File: src/rtl/spi_slave_frontend.sv
// Slave-side serial front end: collects a {message, key} frame from mosi, starts the
// cipher core, then returns the core result on miso with a per-bit valid.
module spi_slave_frontend #(
  parameter int NK = 4,
  parameter int NB = 4,
  parameter int KEY_W = 32 * NK,
  parameter int MSG_W = 32 * NB,
  parameter int FRAME_W = MSG_W + KEY_W
) (
  input  logic             in_clk,
  input  logic             rst,
  input  logic             cs_n,
  input  logic             mosi,
  input  logic             in_valid,
  output logic             miso,
  output logic             out_valid,
  output logic [MSG_W-1:0] msg_out,
  output logic [KEY_W-1:0] key_out,
  output logic             core_start,
  input  logic             core_done,
  input  logic [MSG_W-1:0] core_result,
  output logic             busy,
  output logic             frame_err
);

  // state | meaning
  // IDLE  | waiting for cs_n low
  // RECV  | shifting in the frame from mosi
  // WAIT  | core running, waiting for core_done
  // SEND  | shifting the result out on miso
  typedef enum logic [1:0] {IDLE, RECV, WAIT, SEND} state_t;

  localparam int CNT_W = $clog2(FRAME_W + 1);
  localparam logic [CNT_W-1:0] FRAME_CNT = CNT_W'(FRAME_W);
  localparam logic [CNT_W-1:0] MSG_CNT   = CNT_W'(MSG_W);
  localparam logic [CNT_W-1:0] CNT_ONE   = CNT_W'(1);

  state_t             state;
  logic [CNT_W-1:0]   bit_cnt;
  logic [FRAME_W-1:0] rx_sr;
  logic [MSG_W-1:0]   tx_sr;

  always_ff @(posedge in_clk or posedge rst) begin
    if (rst) begin
      state      <= IDLE;
      bit_cnt    <= '0;
      rx_sr      <= '0;
      tx_sr      <= '0;
      miso       <= 1'b0;
      out_valid  <= 1'b0;
      msg_out    <= '0;
      key_out    <= '0;
      core_start <= 1'b0;
      busy       <= 1'b0;
      frame_err  <= 1'b0;
    end else begin
      core_start <= 1'b0;
      frame_err  <= 1'b0;
      case (state)
        IDLE: begin
          miso      <= 1'b0;
          out_valid <= 1'b0;
          if (!cs_n) begin
            state <= RECV;
            busy  <= 1'b1;
            if (in_valid) begin
              rx_sr   <= {rx_sr[FRAME_W-2:0], mosi};
              bit_cnt <= CNT_ONE;
            end else begin
              bit_cnt <= '0;
            end
          end else begin
            busy <= 1'b0;
          end
        end
        RECV: begin
          if (bit_cnt == FRAME_CNT) begin
            // Frame complete: a late cs_n rise no longer counts as an abort.
            msg_out    <= rx_sr[FRAME_W-1:KEY_W];
            key_out    <= rx_sr[KEY_W-1:0];
            core_start <= 1'b1;
            state      <= WAIT;
          end else if (cs_n) begin
            frame_err <= 1'b1;
            busy      <= 1'b0;
            state     <= IDLE;
          end else if (in_valid) begin
            rx_sr   <= {rx_sr[FRAME_W-2:0], mosi};
            bit_cnt <= bit_cnt + CNT_ONE;
          end
        end
        WAIT: begin
          if (core_done) begin
            tx_sr   <= core_result;
            bit_cnt <= '0;
            state   <= SEND;
          end
        end
        SEND: begin
          if (bit_cnt == MSG_CNT) begin
            miso      <= 1'b0;
            out_valid <= 1'b0;
            busy      <= 1'b0;
            state     <= IDLE;
          end else begin
            miso      <= tx_sr[MSG_W-1];
            out_valid <= 1'b1;
            tx_sr     <= {tx_sr[MSG_W-2:0], 1'b0};
            bit_cnt   <= bit_cnt + CNT_ONE;
          end
        end
        default: begin
          state <= IDLE;
          busy  <= 1'b0;
        end
      endcase
    end
  end

endmodule

File: config.mk
export PLATFORM = sky130hd
export DESIGN_NAME = spi_slave_frontend
export DESIGN_NICKNAME = d
export VERILOG_FILES = /design/src/rtl/spi_slave_frontend.sv
export SDC_FILE = /design/constraint.sdc
export NUM_CORES = 1
export LEC_CHECK = 0
export BUFFER_PORTS_ARGS = -buffer_cell sky130_fd_sc_hd__buf_4
export CORE_ASPECT_RATIO = 1.1
export CORE_UTILIZATION = 35
export DETAILED_ROUTE_END_ITERATION = 7
export HOLD_SLACK_MARGIN = 0.1
export SLEW_MARGIN = 30
export SYNTH_ARGS = -nofsm -noshare
export SYNTH_HDL_FRONTEND = slang
export SYNTH_SLANG_ARGS = --single-unit
File: constraint.sdc
create_clock -name in_clk -period 29.1 [get_ports in_clk]
set_clock_uncertainty 0.2 [all_clocks]
set_input_delay 8.73 -clock in_clk [delete_from_list [all_inputs] [get_ports in_clk]]
set_output_delay 8.73 -clock in_clk [all_outputs]
set_load 0.01 [all_outputs]
After elaboration in Yosys (flattened, before gate mapping)
Index checks and enable logic that the tools add are counted.
{"block": "word_totals", "regBits": 656, "output_inout_bits": 261}
{"block": "classes", "add_sub_neg": 1, "eq_ne": 14, "mux": 35, "reduce_logical": 11}
{"cell": "$mux 256", "n": 3}
{"cell": "$pmux 256 s2", "n": 1}
{"cell": "$mux 128", "n": 2}
{"cell": "$pmux 128 s2", "n": 1}
{"cell": "$mux 9", "n": 6}
{"cell": "$pmux 9 s4", "n": 1}
{"cell": "$ne 2x2->1 const B", "n": 8}
{"cell": "$mux 1", "n": 12}
{"cell": "$mux 2", "n": 5}
{"cell": "$add 9x1->9 const B", "n": 1}
{"cell": "$eq 9x8->1 const B", "n": 1}
{"cell": "$eq 9x9->1 const B", "n": 1}
{"cell": "$pmux 2 s4", "n": 1}
{"cell": "$reduce_and 4->1", "n": 2}
{"cell": "$reduce_and 6->1", "n": 1}
{"cell": "$reduce_bool 2->1", "n": 3}
{"cell": "$eq 2x2->1 const B", "n": 2}
{"cell": "$pmux 1 s2", "n": 2}
{"cell": "$reduce_and 2->1", "n": 2}
{"cell": "$ne 3x3->1 const B", "n": 1}
{"cell": "$pmux 1 s3", "n": 1}
{"cell": "$reduce_and 3->1", "n": 1}
{"cell": "$reduce_bool 3->1", "n": 1}
{"cell": "$eq 2x1->1 const B", "n": 1}
{"cell": "$logic_not 2->1", "n": 1}

Logic depth before layout (Yosys ltp)
Gate-level depths: netlist of run 1.
{"block": "depth", "ltp_word": 5, "mapped_depth": 9, "mapped_depth_nobuf": 7}

Least setup slack after synthesis of run 1
Ideal clock, no wire load.
{"block": "synth_timing", "path_type": "input port to flip-flop", "start": "input port core_done", "end": "register tx_sr[14]", "setup_time_ps": 137, "t_arrival_ps": 9832, "required_time_ps": 28763, "setup_slack_ps": 18931, "cell_stages": 6, "path_buffers": 2, "cell_sequence": "nand2b_1 -> o21ai_0 -> a41oi_1 -> clkbuf_1 -> buf_1 -> a21oi_1"}
{"block": "synth_between", "elab_chain_cells": 2}
{"item": "from (decl)", "line_no": "20", "rtl": "input logic core_done,"}
{"item": "$ne 2x2->1 (no source line)"}
{"item": "$reduce_and 3->1 (no source line)"}
{"item": "to (signal assigned)", "line_no": "94", "rtl": "tx_sr <= core_result;"}
{"item": "to (signal assigned)", "line_no": "108", "rtl": "tx_sr <= {tx_sr[MSG_W-2:0], 1'b0};"}
{"item": "to (decl)", "line_no": "41", "rtl": "logic [MSG_W-1:0] tx_sr;"}
Every way passes these cells.
A chain may end at the register's enable or synchronous reset.

Worst setup path in the final report of run 1
{"block": "layout_timing", "start": "input port in_valid", "end": "register rx_sr[34]"}
{"block": "layout_between", "elab_chain_cells": 4}
{"item": "from (decl)", "line_no": "14", "rtl": "input logic in_valid,"}
{"item": "$mux 256 (*) (2 in series)"}
{"item": "$mux 256"}
{"item": "$pmux 256 s2 (*)"}
{"item": "to (signal assigned)", "line_no": "67", "rtl": "rx_sr <= {rx_sr[FRAME_W-2:0], mosi};"}
{"item": "to (signal assigned)", "line_no": "88", "rtl": "rx_sr <= {rx_sr[FRAME_W-2:0], mosi};"}
{"item": "to (decl)", "line_no": "40", "rtl": "logic [FRAME_W-1:0] rx_sr;"}
Every way passes the cells marked *; elsewhere a longest branch is shown, timed or not. The select of a mux whose other input is x is not followed.

==> qor.txt, run 1 <==
clock sinks: 656
Final WS setup: 17680 ps
reg2reg start: bit_cnt[0]
Final Cycle Share: 0.393
Avg Synthesized Cell Area: 14.7 sq um
Pins Over Slew Limit: 0
worst slack, placed: 16690 ps
CTS tree: built
Synth top area share: 0.639
Seq/Total Area, Yosys: 0.639
Placer Congestion: 0.745
number of global-route vias before repair: 15700
hold wc startpoint: rx_sr[255]
Required @ worst endpoint: 29390 ps
worst path arrival time: 11710 ps
H-tree depth: 3
fmax: 0.0876 GHz
Final Cell Area: 32000 sq um
GR Overflow Total: 0
global-route wire length before repair: 86.3 mm
RSZ-0062 raised after global routing: no
Final Core Density: 0.443
slew margin rel.: 0.387
final number of setup-violating endpoints: 0
final hold vios: 0
DRT Pass-1 Iters: 5
FP Rows: 103
Inserted Diodes: 0
Startpoint Class: input pin
Post-CTS Resized: 0
Pleak: 0.0180 uW
Placement Cell Area: 29500 sq um
Die Height: 286 um
peak supply drop: 0.0378 mV
total length of routed wires: 53.3 mm
largest net degree at the start of global routing: 257
post-CTS setup buffers: 0
total track usage: 0.144
initial drt markers: 670
synth top area cells: dfrtp_1 64%, mux2_2 14%, mux2_1 8.8%, mux2i_1 5.0%, a21oi_1 2.5%
fraction of layout cells with a size suffix above 1: 0.383
Nets: 2273
CP Capture Type: flip-flop
Initial Util: 0.356
port bufs: 394
Clk Latency, worst-skew pair: 600 ps
FILL cells: 6586
Post-Route Setup TNS: 0 ps
Die Span X: 260 um
root buf cell: clkbuf_16
Syn Inst Count: 1748
core area: 72200 sq um
Layout area overhead: 24.3%
Tmin final: 11420 ps
Synth cell types: 34
FF+latch count, synth: 656
PwrDens: 57.7 nW/um^2
run status: finished, final reports clean
hpwl dp: 34.8 mm
Netlist Area Pre-Place: 25700 sq um
DRC: 0
Ys Warns: 0
Syn Nets: 1889
maxcap violations: 0
Die ar.: 74500 sq um
Max clock buf depth: 3
Setup crit start: in_valid
largest fanout on the critical path: 73
hold buffers post-CTS: 0
Ports: 395
dominant cell type by area after synthesis: dfrtp_1
initial antenna violation count: 0
DR WL/cell: 17.1 um
slew of the pin with the lowest slew margin: 920 ps
Crit Path Class: input pin to flip-flop
total vias in the final route: 15000
vias per cell: 4.79
Num CTS Buffers: 71
Routed Antenna Nets: 0
Tightest Hold Check Type: flip-flop to flip-flop
Clock Pin Slew Worst Setup and Hold Paths: 60 ps
## per-stage QoR
step / cells / hold WS (ps) / power, uW
2_1_floorplan: 1748 / 260 / 944
3_5_place_dp: 3001 / 280 / 964
5_1_grt: 3125 / 315 / 1910
3_3_place_gp: 3000 / 274 / 963
6_report: 3125 / 290 / 1840
4_1_cts: 3122 / 294 / 1880
## cells in the final DEF, fill, tap and decap left out, drive strengths merged
cell     instances
a22oi            1
mux2           513
a2111oi          1
clkinv           9
o211ai           2
a21boi           1
o21ai           13
ha               7
o221ai           1
nor4             1
nand2           10
nand3           13
dfrtp          656
mux2i          129
clkbuf         104
nor3             2
a21oi          130
or2              1
bufinv           4
nand3b           3
inv             12
nand4            1
and3             3
buf            413
nor2           137
or4              3
a211oi           1
o41ai            1
a41oi            1
nand2b           3
nor2b            4
## worst paths after layout
| kind | end | slack [ps] | depth (start not counted) |
|---|---|---|---|
| setup / recovery | rx_sr[34] | 17680 | 7 |
| hold reg to reg | rx_sr[255] | 290 | 1 |
| min in group asynchronous | key_out[109] | 8080 | 2 |
| setup reg to reg | rx_sr[34] | 24370 | 9 |
| max in group asynchronous | tx_sr[5] | 18060 | 5 |
| hold / removal | rx_sr[255] | 290 | 1 |
## report_power, final
group | switching (uW) | internal (uW) | leakage [uW]
combinational | 20.6 | 13.1 | 0.00778
clock | 365 | 532 | 0.00114
sequential | 0.0538 | 912 | 0.00912
## layout make-up
class	instances	area [sq um]	share of cell area
Sequential cell	656	16400	0.514
Multi-Input combinational cell	982	8770	0.275
Timing Repair Buffer	413	3220	0.101
Clock buffer	104	2070	0.0648
Tap cell	945	1180	0.0370
Clock inverter	17	259	0.00810
Inverter	8	37.5	0.00117
## cells in the mapped netlist, drive strengths merged
library cell / instances
a41oi: 1
o221ai: 1
nor2: 137
mux2i: 129
nand4: 1
or4: 3
mux2: 513
a2111oi: 1
a22oi: 1
nor2b: 4
nand2b: 3
and3: 3
a21boi: 1
nand3b: 3
dfrtp: 656
a211oi: 1
buf: 58
o21ai: 13
or2: 1
inv: 8
o211ai: 2
nand2: 10
clkbuf: 44
ha: 7
a21oi: 130
nor4: 1
o41ai: 1
nand3: 13
nor3: 2
## state kept, by name, summed over array words and instances, names as in the netlist, named ones only
signal / count
busy: 1
tx_sr: 128
msg_out: 128
frame_err: 1
out_valid: 1
state: 1
bit_cnt: 9
miso: 1
rx_sr: 256
key_out: 128
core_start: 1
## routing by layer
layer  global-route usage  share of wire
met1                0.180           0.42
met3               0.0363          0.058
met4               0.0550          0.027
met5                    0              0
met2                0.239           0.50
## kinds of logic after synthesis
group | share of synthesized area
multiplexers | 0.275
AO/OA/AOI/OAI | 0.0309
adder cells (fa/ha/maj) | 0.00341
flip-flops | 0.639
AND/OR/NAND/NOR | 0.0301
buffers and inverters | 0.0220
## critical path, stage by stage
cell and delay [ps]:
buf_4 120, nor2b_1 160, o211ai_4 70, buf_4 570, buf_6 620, buf_4 810, mux2_2 410
Power figures use the tool's default switching activity.
==> run 2: changes to the inputs <==
- clock period: 29.1 -> 9.9 ns (I/O delays scaled with it)
==> qor.txt, run 2 (synthesis gave the netlist of run 1 again) <==
Pleak: 0.0181 uW (+0.42%)
Clk Latency, worst-skew pair: 610 ps (about the same)
Nets: 2273 (unchanged)
largest fanout on the critical path: 154 (+110%)
maxcap violations: 0 (unchanged)
global-route wire length before repair: 86.7 mm (+0.50%)
total track usage: 0.144 (about the same)
Required @ worst endpoint: 10190 ps (-19200 ps)
Post-CTS Resized: 0 (unchanged)
Startpoint Class: input pin
core area: 72200 sq um (unchanged)
Die ar.: 74500 sq um (unchanged)
Tightest Hold Check Type: flip-flop to flip-flop
hold worst-path end: out_valid
CP Capture Type: flip-flop
Clock Pin Slew Worst Setup and Hold Paths: 60 ps (about the same)
Placer Congestion: 0.759 (+1.9%)
Routed Antenna Nets: 0 (unchanged)
FP Rows: 103 (unchanged)
Final Cycle Share: 0.493
largest net degree at the start of global routing: 257 (unchanged)
fraction of layout cells with a size suffix above 1: 0.385 (+0.00215)
GR met3 Demand/Resource: 0.0424 (+0.00609)
Post-Route Setup TNS: 0 ps (unchanged)
max FFs per register: 256 (unchanged)
RSZ-0062 raised after global routing: no
Worst Hold Depth: 2 (+1)
initial antenna violation count: 2 (+2)
run status: finished, final reports clean
r2r setup slk: 6270 ps (-18100 ps)
Die Height: 286 um (unchanged)
final hold vios: 0 (unchanged)
Final Core Density: 0.446 (+0.00283)
root buf cell: clkbuf_16
R2R cell count: 8 (-1)
hold wc startpoint: out_valid
reg2reg end: rx_sr[35]
fmax: 0.205 GHz
worst hold slack: 283 ps (-6.60 ps)
Biggest register: rx_sr
DRC: 0 (unchanged)
number of global-route vias before repair: 15900 (+1.5%)
Die Span X: 260 um (unchanged)
most common cell after layout, fill and taps aside: dfrtp_1
Pins Over Slew Limit: 0 (unchanged)
grt met2 use: 0.242 (+0.00259)
PwrDens: 171 nW/um^2 (+200%)
Crit Path Class: input pin to flip-flop
post-CTS setup buffers: 0 (unchanged)
DRT Pass-1 Iters: 4 (-1)
GR Overflow Total: 0 (unchanged)
hold buffers post-CTS: 0 (unchanged)
worst path arrival time: 5170 ps (-6540 ps)
Max clock buf depth: 3 (unchanged)
final number of setup-violating endpoints: 0 (unchanged)
reg2reg start: bit_cnt[0]
commonest cells after routing, fill and taps aside: 656 x dfrtp_1, 397 x buf_4, 311 x mux2_2
clock sinks: 656 (unchanged)
H-tree depth: 3 (unchanged)
Layout area overhead: 25.1%
hpwl dp: 34.9 mm (+0.17%)
Initial Util: 0.356 (unchanged)
initial drt markers: 644 (-3.9%)
Tmin final: 4880 ps
slew margin rel.: 0.380 (-0.00686)
DR WL/cell: 17.0 um (-0.34%)
FILL cells: 6520 (-1.0%)
GR Layer Usage met1: 0.175 (-0.00550)
Ports: 395 (unchanged)
Most Crowded Layer GR: met2
port bufs: 394 (unchanged)
CTS tree: built
Num CTS Buffers: 72 (+1.4%)
slew of the pin with the lowest slew margin: 930 ps (+10.3 ps)
total length of routed wires: 53.3 mm (about the same)
total vias in the final route: 14900 (-0.63%)
peak supply drop: 0.140 mV (+270%)
vias per cell: 4.75 (-0.88%)
-- run 2: metal layers --
layer / up-vias / routed length, um
met1: 7575 / 21800
met3: 82 / 3270
met4: 0 / 1470
met5: - / 0
met2: 306 / 26800
li1: 6922 / -
-- run 2: stage by stage --
stage | power, uW | worst slack [ps] | instance area [sq um] | instances
2_1_floorplan | 2780 | -2240 | 25700 | 1748
3_3_place_gp | 2830 | 4510 | 29600 | 2998
3_5_place_dp | 2830 | 4510 | 29600 | 3000
4_1_cts | 5600 | 5170 | 32100 | 3128
5_1_grt | 5710 | 4960 | 32200 | 3133
6_report | 5490 | 5020 | 32200 | 3133
-- run 2: worst max-delay path: stages --
cell and delay [ps]:
buf_4 120, nor2b_1 150, o211ai_4 90, buf_12 410, buf_12 610, mux2_2 420
-- run 2: worst max path at each step --
stage             start  slack, ps         to  cells past startpoint
2_1_floorplan       rst      -2240  async pin                      1
3_3_place_gp   in_valid       4510  rx_sr[36]                      6
3_5_place_dp   in_valid       4510  rx_sr[35]                      6
4_1_cts        in_valid       5170   rx_sr[2]                      6
5_1_grt        in_valid       4960  rx_sr[34]                      6
6_report       in_valid       5020  rx_sr[35]                      6
-- run 2: layout make-up --
cell class                      instances  area (sq um)  area share
Inverter                                8          33.8     0.00105
Multi-Input combinational cell        982          8770       0.273
Sequential cell                       656         16400       0.510
Clock buffer                          106          2120      0.0659
Tap cell                              945          1180      0.0368
Clock inverter                         22           329      0.0102
Timing Repair Buffer                  412          3300       0.103
Antenna cell                            2          5.00    0.000156
-- run 2: power by group --
| group | internal [uW] | switching, uW |
|---|---|---|
| clock | 1610 | 1100 |
| sequential | 2680 | 0.0982 |
| combinational | 40.4 | 60.1 |
| total | 4330 | 1160 |
